[src/rtl/jtag_tdi_driver.sv]
// JTAG stimulus driver: walks the target TAP through optional IR and DR scans, shifting
// instruction and boundary-scan pattern LSB first, and flags the window the TDO monitor compares.
module jtag_tdi_driver #(
  parameter int BSC_SIZE  = 14,
  parameter int IR_WIDTH  = 3,
  parameter int RESET_TMS = 5
) (
  input  logic                TCK,
  input  logic                TRST_N,
  input  logic                start,
  input  logic                skip_ir,
  input  logic [IR_WIDTH-1:0] instr,
  input  logic [BSC_SIZE-1:0] pattern,
  output logic                TMS,
  output logic                to_TDI,
  output logic                enable_TDO,
  output logic                strobe,
  output logic                busy,
  output logic                done
);

  localparam int MAX_LEN = (BSC_SIZE > IR_WIDTH) ? BSC_SIZE : IR_WIDTH;
  localparam int CNT_W   = $clog2(MAX_LEN + 1);
  localparam int RST_W   = $clog2(RESET_TMS + 1);

  typedef enum logic [3:0] {
    TLR, RTI, SEL_DR, CAP_DR, SHIFT_DR, EXIT1_DR, PAUSE_DR, EXIT2_DR, UPD_DR,
    SEL_IR, CAP_IR, SHIFT_IR, EXIT1_IR, PAUSE_IR, EXIT2_IR, UPD_IR
  } tap_t;

  typedef enum logic [1:0] {C_RST_SEQ, C_IDLE, C_LAUNCH, C_SCAN} ctrl_t;

  tap_t                tap_q, tap_d;
  ctrl_t               ctrl_q, ctrl_d;
  logic [RST_W-1:0]    rst_cnt_q;
  logic [CNT_W-1:0]    bit_cnt_q;
  logic                ir_pend_q;
  logic                scan_seen_q;
  logic [IR_WIDTH-1:0] instr_q;
  logic [BSC_SIZE-1:0] pattern_q;
  logic                tms_d;
  logic                tdi_d;

  function automatic tap_t tap_step(input tap_t s, input logic tms);
    tap_t n;
    n = s;
    case (s)
      TLR:      n = tms ? TLR      : RTI;
      RTI:      n = tms ? SEL_DR   : RTI;
      SEL_DR:   n = tms ? SEL_IR   : CAP_DR;
      CAP_DR:   n = tms ? EXIT1_DR : SHIFT_DR;
      SHIFT_DR: n = tms ? EXIT1_DR : SHIFT_DR;
      EXIT1_DR: n = tms ? UPD_DR   : PAUSE_DR;
      PAUSE_DR: n = tms ? EXIT2_DR : PAUSE_DR;
      EXIT2_DR: n = tms ? UPD_DR   : SHIFT_DR;
      UPD_DR:   n = tms ? SEL_DR   : RTI;
      SEL_IR:   n = tms ? TLR      : CAP_IR;
      CAP_IR:   n = tms ? EXIT1_IR : SHIFT_IR;
      SHIFT_IR: n = tms ? EXIT1_IR : SHIFT_IR;
      EXIT1_IR: n = tms ? UPD_IR   : PAUSE_IR;
      PAUSE_IR: n = tms ? EXIT2_IR : PAUSE_IR;
      EXIT2_IR: n = tms ? UPD_IR   : SHIFT_IR;
      UPD_IR:   n = tms ? SEL_DR   : RTI;
      default:  n = TLR;
    endcase
    return n;
  endfunction

  function automatic logic pick_ir(input logic [IR_WIDTH-1:0] v, input logic [CNT_W-1:0] k);
    logic b;
    b = 1'b0;
    for (int i = 0; i < IR_WIDTH; i++)
      if (k == CNT_W'(i)) b = v[i];
    return b;
  endfunction

  function automatic logic pick_dr(input logic [BSC_SIZE-1:0] v, input logic [CNT_W-1:0] k);
    logic b;
    b = 1'b0;
    for (int i = 0; i < BSC_SIZE; i++)
      if (k == CNT_W'(i)) b = v[i];
    return b;
  endfunction

  // Next-state and next-drive logic; TMS/TDI for the coming posedge depend only on
  // the current TAP state, bit counter and latched request.
  always_comb begin
    tap_d  = tap_step(tap_q, TMS);
    ctrl_d = ctrl_q;
    tms_d  = 1'b0;
    tdi_d  = 1'b0;
    case (ctrl_q)
      C_RST_SEQ: begin
        tms_d = (rst_cnt_q < RST_W'(RESET_TMS));
        if (rst_cnt_q == RST_W'(RESET_TMS)) ctrl_d = C_IDLE;
      end
      C_IDLE: begin
        if (start) ctrl_d = C_LAUNCH;
      end
      C_LAUNCH: begin
        ctrl_d = C_SCAN;
      end
      C_SCAN: begin
        case (tap_q)
          RTI, EXIT1_IR, UPD_IR, EXIT1_DR,
          PAUSE_IR, EXIT2_IR, PAUSE_DR, EXIT2_DR: tms_d = 1'b1;
          SEL_DR:   tms_d = ir_pend_q;
          SHIFT_IR: tms_d = (bit_cnt_q == CNT_W'(IR_WIDTH - 1));
          SHIFT_DR: tms_d = (bit_cnt_q == CNT_W'(BSC_SIZE - 1));
          default:  tms_d = 1'b0;
        endcase
        case (tap_q)
          SHIFT_IR: tdi_d = pick_ir(instr_q, bit_cnt_q);
          SHIFT_DR: tdi_d = pick_dr(pattern_q, bit_cnt_q);
          default:  tdi_d = 1'b0;
        endcase
        if (tap_q != RTI && tap_d == RTI) ctrl_d = C_IDLE;
      end
      default: ctrl_d = C_RST_SEQ;
    endcase
  end

  // Posedge: TAP mirror, sequencing control and handshake flags.
  always_ff @(posedge TCK or negedge TRST_N) begin
    if (!TRST_N) begin
      tap_q       <= TLR;
      ctrl_q      <= C_RST_SEQ;
      rst_cnt_q   <= '0;
      bit_cnt_q   <= '0;
      ir_pend_q   <= 1'b0;
      scan_seen_q <= 1'b0;
      busy        <= 1'b1;
      done        <= 1'b0;
    end else begin
      tap_q  <= tap_d;
      ctrl_q <= ctrl_d;
      done   <= 1'b0;
      if (ctrl_q == C_RST_SEQ && rst_cnt_q != RST_W'(RESET_TMS))
        rst_cnt_q <= rst_cnt_q + RST_W'(1);
      if (tap_d != tap_q)
        bit_cnt_q <= '0;
      else if (tap_q == SHIFT_IR || tap_q == SHIFT_DR)
        bit_cnt_q <= bit_cnt_q + CNT_W'(1);
      case (ctrl_q)
        C_RST_SEQ: if (ctrl_d == C_IDLE) busy <= 1'b0;
        C_IDLE: begin
          if (start) begin
            busy      <= 1'b1;
            ir_pend_q <= ~skip_ir;
          end
        end
        C_SCAN: begin
          if (tap_q == CAP_IR) ir_pend_q <= 1'b0;
          if (ctrl_d == C_IDLE) begin
            busy        <= 1'b0;
            done        <= 1'b1;
            scan_seen_q <= 1'b1;
          end
        end
        default: ;
      endcase
    end
  end

  always_ff @(posedge TCK) begin
    if (ctrl_q == C_IDLE && start) begin
      instr_q   <= instr;
      pattern_q <= pattern;
    end
  end

  // Negedge: drive the TAP pins half a cycle ahead of the edge that samples them.
  always_ff @(negedge TCK or negedge TRST_N) begin
    if (!TRST_N) begin
      TMS        <= 1'b1;
      to_TDI     <= 1'b0;
      enable_TDO <= 1'b0;
      strobe     <= 1'b0;
    end else begin
      TMS        <= tms_d;
      to_TDI     <= tdi_d;
      enable_TDO <= (tap_q == SHIFT_DR);
      if (tap_q == SHIFT_DR && !enable_TDO) strobe <= scan_seen_q;
    end
  end

endmodule
[config.mk]
export PLATFORM = sky130hd
export DESIGN_NAME = jtag_tdi_driver
export DESIGN_NICKNAME = d
export VERILOG_FILES = /design/src/rtl/jtag_tdi_driver.sv
export SDC_FILE = /design/constraint.sdc
export NUM_CORES = 1
export LEC_CHECK = 0
export ABC_AREA = 1
export BUFFER_PORTS_ARGS = -buffer_cell sky130_fd_sc_hd__buf_2
export CORE_ASPECT_RATIO = 1.25
export CORE_MARGIN = 4
export CORE_UTILIZATION = 40
export DETAILED_ROUTE_END_ITERATION = 12
export GPL_ROUTABILITY_DRIVEN = 0
export REMOVE_ABC_BUFFERS = 1
export SETUP_SLACK_MARGIN = 0.02
export SYNTH_ARGS = -nofsm -noshare
export SYNTH_HDL_FRONTEND = slang
export SYNTH_SLANG_ARGS = --single-unit
[constraint.sdc]
create_clock -name TCK -period 2.36 [get_ports TCK]
set_input_delay 0.236 -clock TCK [delete_from_list [all_inputs] [get_ports TCK]]
set_output_delay 0.236 -clock TCK [all_outputs]
set_load 0.01 [all_outputs]
Yosys cells after proc, flatten, opt, wreduce, memory -nomap -nowiden
Cells that the tools add are included.
{"block": "word_totals", "register_bits": 38, "out_inout_bits": 6, "wordCells": 126}
{"block": "classes", "addsub": 2, "magnitude_cmp": 1, "n_eq_ne": 40, "mux": 48, "bitwise": 1, "n_reduce_logical": 20}
{"cell": "$eq A4 B4 Y1 const B", "count": 14}
{"cell": "$pmux W4 S12", "count": 1}
{"cell": "$eq A4 B3 Y1 const B", "count": 8}
{"cell": "$mux W1", "count": 27}
{"cell": "$mux W4", "count": 6}
{"cell": "$eq A4 B2 Y1 const B", "count": 4}
{"cell": "$eq A4 B1 Y1 const B", "count": 3}
{"cell": "$mux W2", "count": 6}
{"cell": "$logic_not A4 Y1", "count": 2}
{"cell": "$pmux W1 S2", "count": 4}
{"cell": "$pmux W2 S4", "count": 1}
{"cell": "$reduce_or A8 Y1", "count": 1}
{"cell": "$mux W3", "count": 2}
{"cell": "$reduce_and A3 Y1", "count": 2}
{"cell": "$reduce_bool A2 Y1", "count": 3}
{"cell": "$reduce_or A2 Y1", "count": 3}
{"cell": "$add A4 B1 Y4 const B", "count": 1}
{"cell": "$eq A2 B1 Y1 const B", "count": 2}
{"cell": "$eq A2 B2 Y1 const B", "count": 2}
{"cell": "$logic_and A1 B1 Y1", "count": 4}
{"cell": "$ne A2 B2 Y1 const B", "count": 2}
{"cell": "$ne A4 B1 Y1 const B", "count": 1}
{"cell": "$ne A4 B4 Y1", "count": 1}
{"cell": "$pmux W1 S4", "count": 1}
{"cell": "other kinds (11)", "count": 11}

Logic depth before layout (Yosys ltp)
Gate-level depths: netlist (run 1).
{"block": "depth", "depth_word": 17, "depth_mapped": 17, "ltp_nobuf": 17}

==> results of run 1 <==
layout make-up:
cell class / count / area (µm²) / share of cell area, %
multi-input combinational: 162 / 1090 / 35.5
sequential: 38 / 1040 / 33.9
timing repair buffer: 86 / 601 / 19.5
inverter: 42 / 165 / 5.37
clock buffer: 6 / 82.6 / 2.69
tap: 62 / 77.6 / 2.52
clock inverter: 3 / 16.3 / 0.529
cell families (layout without fill, tap and decap cells):
kind of cell               count (synthesis)  after routing  synth area share (%)
adders and majority gates                 11             11                  6.46
DFF                                       38             38                  48.8
xor gates and xnor gates                   6              6                  2.47
AOI/OAI and AO/OA                         32             32                  9.17
and+or+nand+nor                          113            113                  25.1
buffers and inverters                     45            137                  8.05
flip-flops by register name (all words and copies together) (netlist names):
signal and cells:
scan_seen_q 1, tap_q 4, instr_q 3, pattern_q 14, ir_pend_q 1, rst_cnt_q 3, ctrl_q 2, TMS 1
enable_TDO 1, busy 1, to_TDI 1, strobe 1, done 1, bit_cnt_q 4
repair_timing:
action / 4_1_cts / 5_1_grt
buffers inserted: 9 / 7
resized for setup: 35 / 30
hold buffers: 1 / 0
setup endpoints to repair: 15 / 15
hold endpoints to repair: 6 / 0
pin swaps: 7 / 6
per-layer routing:
layer | vias to the layer above | GRT usage [%] | part of all wire, %
met5 | - | 0 | 0
met4 | 0 | 6.38 | 1.6
met3 | 8 | 3.45 | 3.2
met2 | 38 | 29.9 | 54
met1 | 919 | 19.0 | 42
li1 | 981 | - | -
through the flow:
stage	setup slack, ns	power [mW]	cells
5_1_grt	-0.708	3.42	399
3_5_place_dp	-0.546	2.46	379
4_1_cts	-0.508	3.09	396
2_1_floorplan	-0.422	1.87	243
3_3_place_gp	-0.524	2.44	379
6_report	-0.530	3.18	399
cell usage in the layout (no fill, tap or decap), drive strengths merged:
master / netlist / final
edfxtp: 17 / 17
clkinvlp: 0 / 1
dfrtp: 16 / 16
clkinv: 1 / 2
nand2: 50 / 50
o21bai: 1 / 1
nor3: 6 / 6
o211ai: 2 / 2
a2111oi: 1 / 1
clkbuf: 0 / 6
a22oi: 1 / 1
xor2: 4 / 4
o31ai: 2 / 2
buf: 2 / 85
nand4: 4 / 4
xnor2: 2 / 2
dfstp: 2 / 2
ha: 11 / 11
dfrtn: 3 / 3
a21oi: 6 / 6
dlygate4sd3: 0 / 1
o22ai: 3 / 3
or2: 1 / 1
nor2: 30 / 30
a41oi: 1 / 1
o21ai: 13 / 13
nand3: 21 / 21
nand3b: 1 / 1
o21a: 2 / 2
inv: 42 / 42
synth_stat cells (3+ instances only):
cell / instances / area share [%]
nand2_1: 45 / 7.9
inv_1: 38 / 6.7
nor2_1: 26 / 4.6
nand3_1: 20 / 4.7
edfxtp_1: 17 / 24
dfrtp_1: 16 / 19
ha_1: 11 / 6.5
o21ai_0: 9 / 2.1
a21oi_1: 6 / 1.4
inv_2: 4 / 0.70
nand2_2: 4 / 1.2
nor3_1: 4 / 0.94
xor2_1: 4 / 1.6
dfrtn_1: 3 / 3.5
nand4_1: 3 / 0.88
nor2_2: 3 / 0.88
o21ai_1: 3 / 0.70
o22ai_1: 3 / 0.88
worst max-delay path by stage:
stage	start	endpoint	slack (ns)	cells after the start
finish	bit_cnt_q[1]	to_TDI	-0.53	17
CTS	TMS	busy	-0.51	13
global route	bit_cnt_q[0]	to_TDI	-0.71	17
floorplan	bit_cnt_q[0]	to_TDI	-0.42	14
global placement	bit_cnt_q[0]	to_TDI	-0.52	17
detailed placement	bit_cnt_q[0]	to_TDI	-0.55	17
worst register-to-register path, delay by kind of cell (launching register included):
| family | cells | cell delay [ns] |
|---|---|---|
| AO/OA/AOI/OAI | 1 | 0.06 |
| adder cells (fa/ha/maj) | 1 | 0.16 |
| flip-flops | 1 | 0.41 |
| AND/OR/NAND/NOR | 13 | 0.76 |
| buffers and inverters | 2 | 0.19 |
power by group through the flow:
stage          clock, mW  combinational [mW]  sequential, mW
5_1_grt            0.517                1.87            1.03
2_1_floorplan    0.00530               0.840            1.03
3_3_place_gp     0.00530                1.44            1.00
4_1_cts            0.490                1.60            1.00
6_report           0.477                1.69            1.01
3_5_place_dp     0.00530                1.45            1.00
==> metrics.txt, run 1 <==
endpoints failing setup=14; Starting Density=41.6%; Worst slew margin=76.0%; Max FO, Critical Path=4; H-tree levels=2; Area Overhead vs Synth=44.4%; setup TNS=-5.13 ns; status=complete, but fails checks; WHS Endpoint=pattern_q[13]; CP bufs+invs=2; fraction of registers with async set/reset=55.3%; first-pass GRT wire length=8380 µm; R2R depth=17; Setup CP Type=reg -> reg; Design Area, Final=0.00308 mm²; Util after Layout=60.1%; Tightest Pin Transition=0.350 ns; peak supply drop=0.540 mV; Detail Route Antenna Nets=0; synthesized area=0.00213 mm²; cell mode on critical path=nand2_1; Fillers=~420; TritonCTS Buffers=5; worst min path class=in -> reg; vias per cell=4.88; Die X=73.3 µm; Main synth FF type=edfxtp_1; Worst Path Required=1.32 ns; Total Routing Usage GR=between 10% and 20%; IO Count=27; r2r endpoint=to_TDI; share of cells above drive strength 1=46.3%; slowest stage cell, crit path=dfrtp_2; CP arrival=approximately 1.9 ns; Syn Area/Cell=roughly 8.7 µm²; reg-to-reg slack, setup=-0.53 ns; kind of cell adding the most delay to the critical path=simple AND/OR/NAND/NOR gates; largest stage delay on the critical path=about 0.41 ns; Syn Inst Count=about 250; Core ar.=0.00512 mm²; Clk Latency, worst-skew pair=0.33 ns; sequential-to-total area share from yosys stat=48.8%; drt first pass iters=4; clk buf depth=2; number of global-route vias before repair=approximately 1900; #FFs+latches synth=38; LEAKAGE=1.43 nW; DR vias=1946; Die Area=0.00656 mm²; final hold vios=0; internal power=1.89 mW; DRT Wirelength=5270 µm; max_cap viols=0; Yosys cell types=38; Layout Skew=0.0557 ns; final net count=368; Switching Fraction=40.7%; failing checks=negative setup slack; Critical R2R Launch=bit_cnt_q[1]; cell depth of the worst hold path=1; combinational cell fraction of total power=53.2%; largest net degree at the start of global routing=18; WL per Instance=approximately 13 µm; HPWL after detailed placement=3810 µm; Slew Viols, Final=0; unrepaired setup endpoints after global routing=yes; clock power share=15.0%; Yosys warning total=0; Reg clk slew, reported paths=approximately 0.080 ns; total clock sinks=38; crit path cell chain=buf_4, ha_4, nand3b_1, nand2_1, inv_1, nand2_1, nand2_1, nand2_1, nand2_1, nand2_1, nand3_2, nand2_1, nand2_1, nand2_1, nand2_1, nand2_1, a21oi_1; PnR worst setup slack=-0.530 ns; startpoint types=flip-flop; drc violations=0; NetSw=between 1 and 1.5 mW; DP Area=0.00269 mm²; EDFF count, synth=17; antenna violations before repair=0; # rows=29; Reg power frac=31.8%; Final Hold Slack=0.121 ns; CTS root buf=clkbuf_8; antenna cell count=0; Die Span Y=89.6 µm; PortBufs=26; P per Cell Area=1030 mW/mm²; drt initial violations=76; worst hold start=pattern[13]; GRT overflow=0; CTS tree=done; crit path capture type=flip-flop
Note: power is estimated with default switching activity, not from simulation.
==> run 2, diff against run 1 <==
- CORE_UTILIZATION: 40 -> 35
==> metrics.txt, run 2 (same netlist as run 1, synthesis figures left out) <==
HPWL after detailed placement=3700 µm (was 3810 µm); drt first pass iters=4 (unchanged); Final Hold Slack=0.115 ns (was 0.121 ns); TritonCTS Buffers=5 (unchanged); multi-input logic area=0.00111 mm² (was 0.00109 mm²); LEAKAGE=1.46 nW (was 1.43 nW); CP arrival=3.08 ns (was 1.85 ns); pre-CTS setup slack=-0.553 ns (was -0.546 ns); CTS root buf=clkbuf_8 (unchanged); most common cell after layout, fill and taps aside=buf_4 (unchanged); drt initial violations=130 (was 76); peak supply drop=0.500 mV (was 0.540 mV); status=complete, but fails checks (unchanged); antenna cell count=0 (unchanged); max_cap viols=0 (unchanged); # rows=31 (was 29); met3 usage=2.65% (was 3.45%); failing checks=negative setup slack (unchanged); Area Overhead vs Synth=49.0% (was 44.4%); met2 GRT Util=24.9% (was 29.9%); antenna violations before repair=0 (unchanged); P per Cell Area=1140 mW/mm² (was 1030 mW/mm²); GR Util met1=19.2% (was 19.0%); crit path capture type=flip-flop (unchanged); Die Span Y=95.2 µm (was 89.6 µm); GRT overflow=0 (unchanged); first-pass GRT wire length=8830 µm (was 8380 µm); H-tree levels=2 (unchanged); Tightest Pin Transition=0.360 ns (was 0.350 ns); final hold vios=0 (unchanged); final net count=370 (was 368); Critical R2R Launch=TMS (was bit_cnt_q[1]); crit path from=TMS (was bit_cnt_q[1]); NetSw=1.43 mW (was 1.30 mW); GR peak layer=met2 (unchanged); Reg clk slew, reported paths=0.08 ns (about the same); Max FO, Critical Path=3 (was 4); biggest regs=pattern_q x14, bit_cnt_q x4, tap_q x4 (unchanged); IO Count=27 (unchanged); WL per Instance=12.7 µm (was 13.2 µm); share of cells above drive strength 1=46.3% (about the same); Clk Latency, worst-skew pair=0.35 ns (was 0.33 ns); max reg flops=14 (unchanged); DP Area=0.00270 mm² (was 0.00269 mm²); Reg power frac=28.0% (was 31.8%); largest net degree at the start of global routing=18 (unchanged); unrepaired setup endpoints after global routing=yes (unchanged); Slew Viols, Final=0 (unchanged); R2R depth=12 (was 17); Fillers=518 (was 418); Setup CP Type=reg -> reg (unchanged); combinational cell fraction of total power=56.1% (was 53.2%); clock power share=16.0% (was 15.0%); register area=0.00104 mm² (about the same); Detail Route Antenna Nets=0 (unchanged); Switching Fraction=39.4% (was 40.7%); startpoint types=flip-flop (unchanged); CP Capture Point=scan_seen_q (was to_TDI); endpoints failing setup=14 (unchanged); DR vias=1964 (was 1946); Core ar.=0.00586 mm² (was 0.00512 mm²); Starting Density=36.4% (was 41.6%); clk buf depth=2 (unchanged); r2r endpoint=scan_seen_q (was to_TDI); reg-to-reg slack, setup=-0.50 ns (was -0.53 ns); vias per cell=4.67 (was 4.88); DRT Wirelength=5360 µm (was 5270 µm); drc violations=0 (unchanged); CTS tree=done (unchanged); PnR worst setup slack=-0.497 ns (was -0.530 ns); Worst slew margin=75.4% (was 76.0%); Total Routing Usage GR=15.1% (was 16.5%); cell depth of the worst hold path=1 (unchanged); Layout Skew=0.0619 ns (was 0.0557 ns); total clock sinks=38 (unchanged); internal power=2.19 mW (was 1.89 mW); most frequent cells in the layout=56 x buf_4, 39 x nand2_1, 28 x inv_1 (was 56 x buf_4, 40 x nand2_1, 29 x inv_1); Die X=77.8 µm (was 73.3 µm); Worst Path Required=2.58 ns (was 1.32 ns); Design Area, Final=0.00317 mm² (was 0.00308 mm²); Top reg by flops=pattern_q (unchanged); Die Area=0.00740 mm² (was 0.00656 mm²); number of global-route vias before repair=1919 (was 1903); PortBufs=26 (unchanged); worst min path class=in -> reg (unchanged)
[run 2: power by group through the flow]
stage / clock network (mW) / registers (mW) / logic, mW
2_1_floorplan: 0.00530 / 1.03 / 0.840
3_3_place_gp: 0.00530 / 1.00 / 1.48
3_5_place_dp: 0.00530 / 1.00 / 1.49
4_1_cts: 0.598 / 1.00 / 1.81
5_1_grt: 0.629 / 1.03 / 2.22
6_report: 0.578 / 1.01 / 2.03
[run 2: worst min path at each step]
stage / start / endpoint
floorplan: TRST_N / bit_cnt_q[0]
global placement: TRST_N / tap_q[3]
detailed placement: TRST_N / tap_q[3]
CTS: pattern[2] / pattern_q[2]
global route: instr[0] / instr_q[0]
finish: pattern[2] / pattern_q[2]
[run 2: per-stage QoR]
stage | util (%) | total power [mW] | instances | TNS, ns
after floorplan | - | 1.87 | 243 | -3.21
after global placement | 46.1 | 2.49 | 397 | -4.53
after detailed placement | 46.1 | 2.50 | 397 | -4.88
after CTS | 52.8 | 3.41 | 418 | -4.68
after global routing | 54.2 | 3.88 | 421 | -6.60
final | 54.2 | 3.62 | 421 | -5.38
[run 2: worst max-delay path: stages, from the launching register on]
cell and delay (ns):
dfstp_2 0.55, inv_4 0.05, nand2_4 0.07, nor2_4 0.04
nor3_4 0.11, nand3_1 0.09, nor2_1 0.11, nand3_1 0.10
nand3_1 0.08, nand2_1 0.06, nand2_2 0.11, nand2_2 0.07
o21ai_2 0.11
[run 2: routing by layer]
metal | part of all wire [%] | vias up
li1 | - | 985
met1 | 43 | 916
met2 | 50 | 52
met3 | 4.3 | 11
met4 | 2.0 | 0
met5 | 0 | -
[run 2: layout make-up]
cell class	count	area share, %
clock buffers	7	3.75
well taps	82	3.23
inverters	42	5.28
multi-input cells	162	35.1
flip-flops and latches	38	32.8
repair buffers	88	19.6
clock inverters	2	0.237
[run 2: repair_timing]
action / in CTS / in global routing
pin swaps: 12 / 10
setup endpoints to repair: 15 / 15
hold buffers: 1 / 0
buffers inserted: 12 / 5
cloned: 0 / 0
endpoints found under the hold margin: 10 / 0
gates resized for setup: 52 / 16
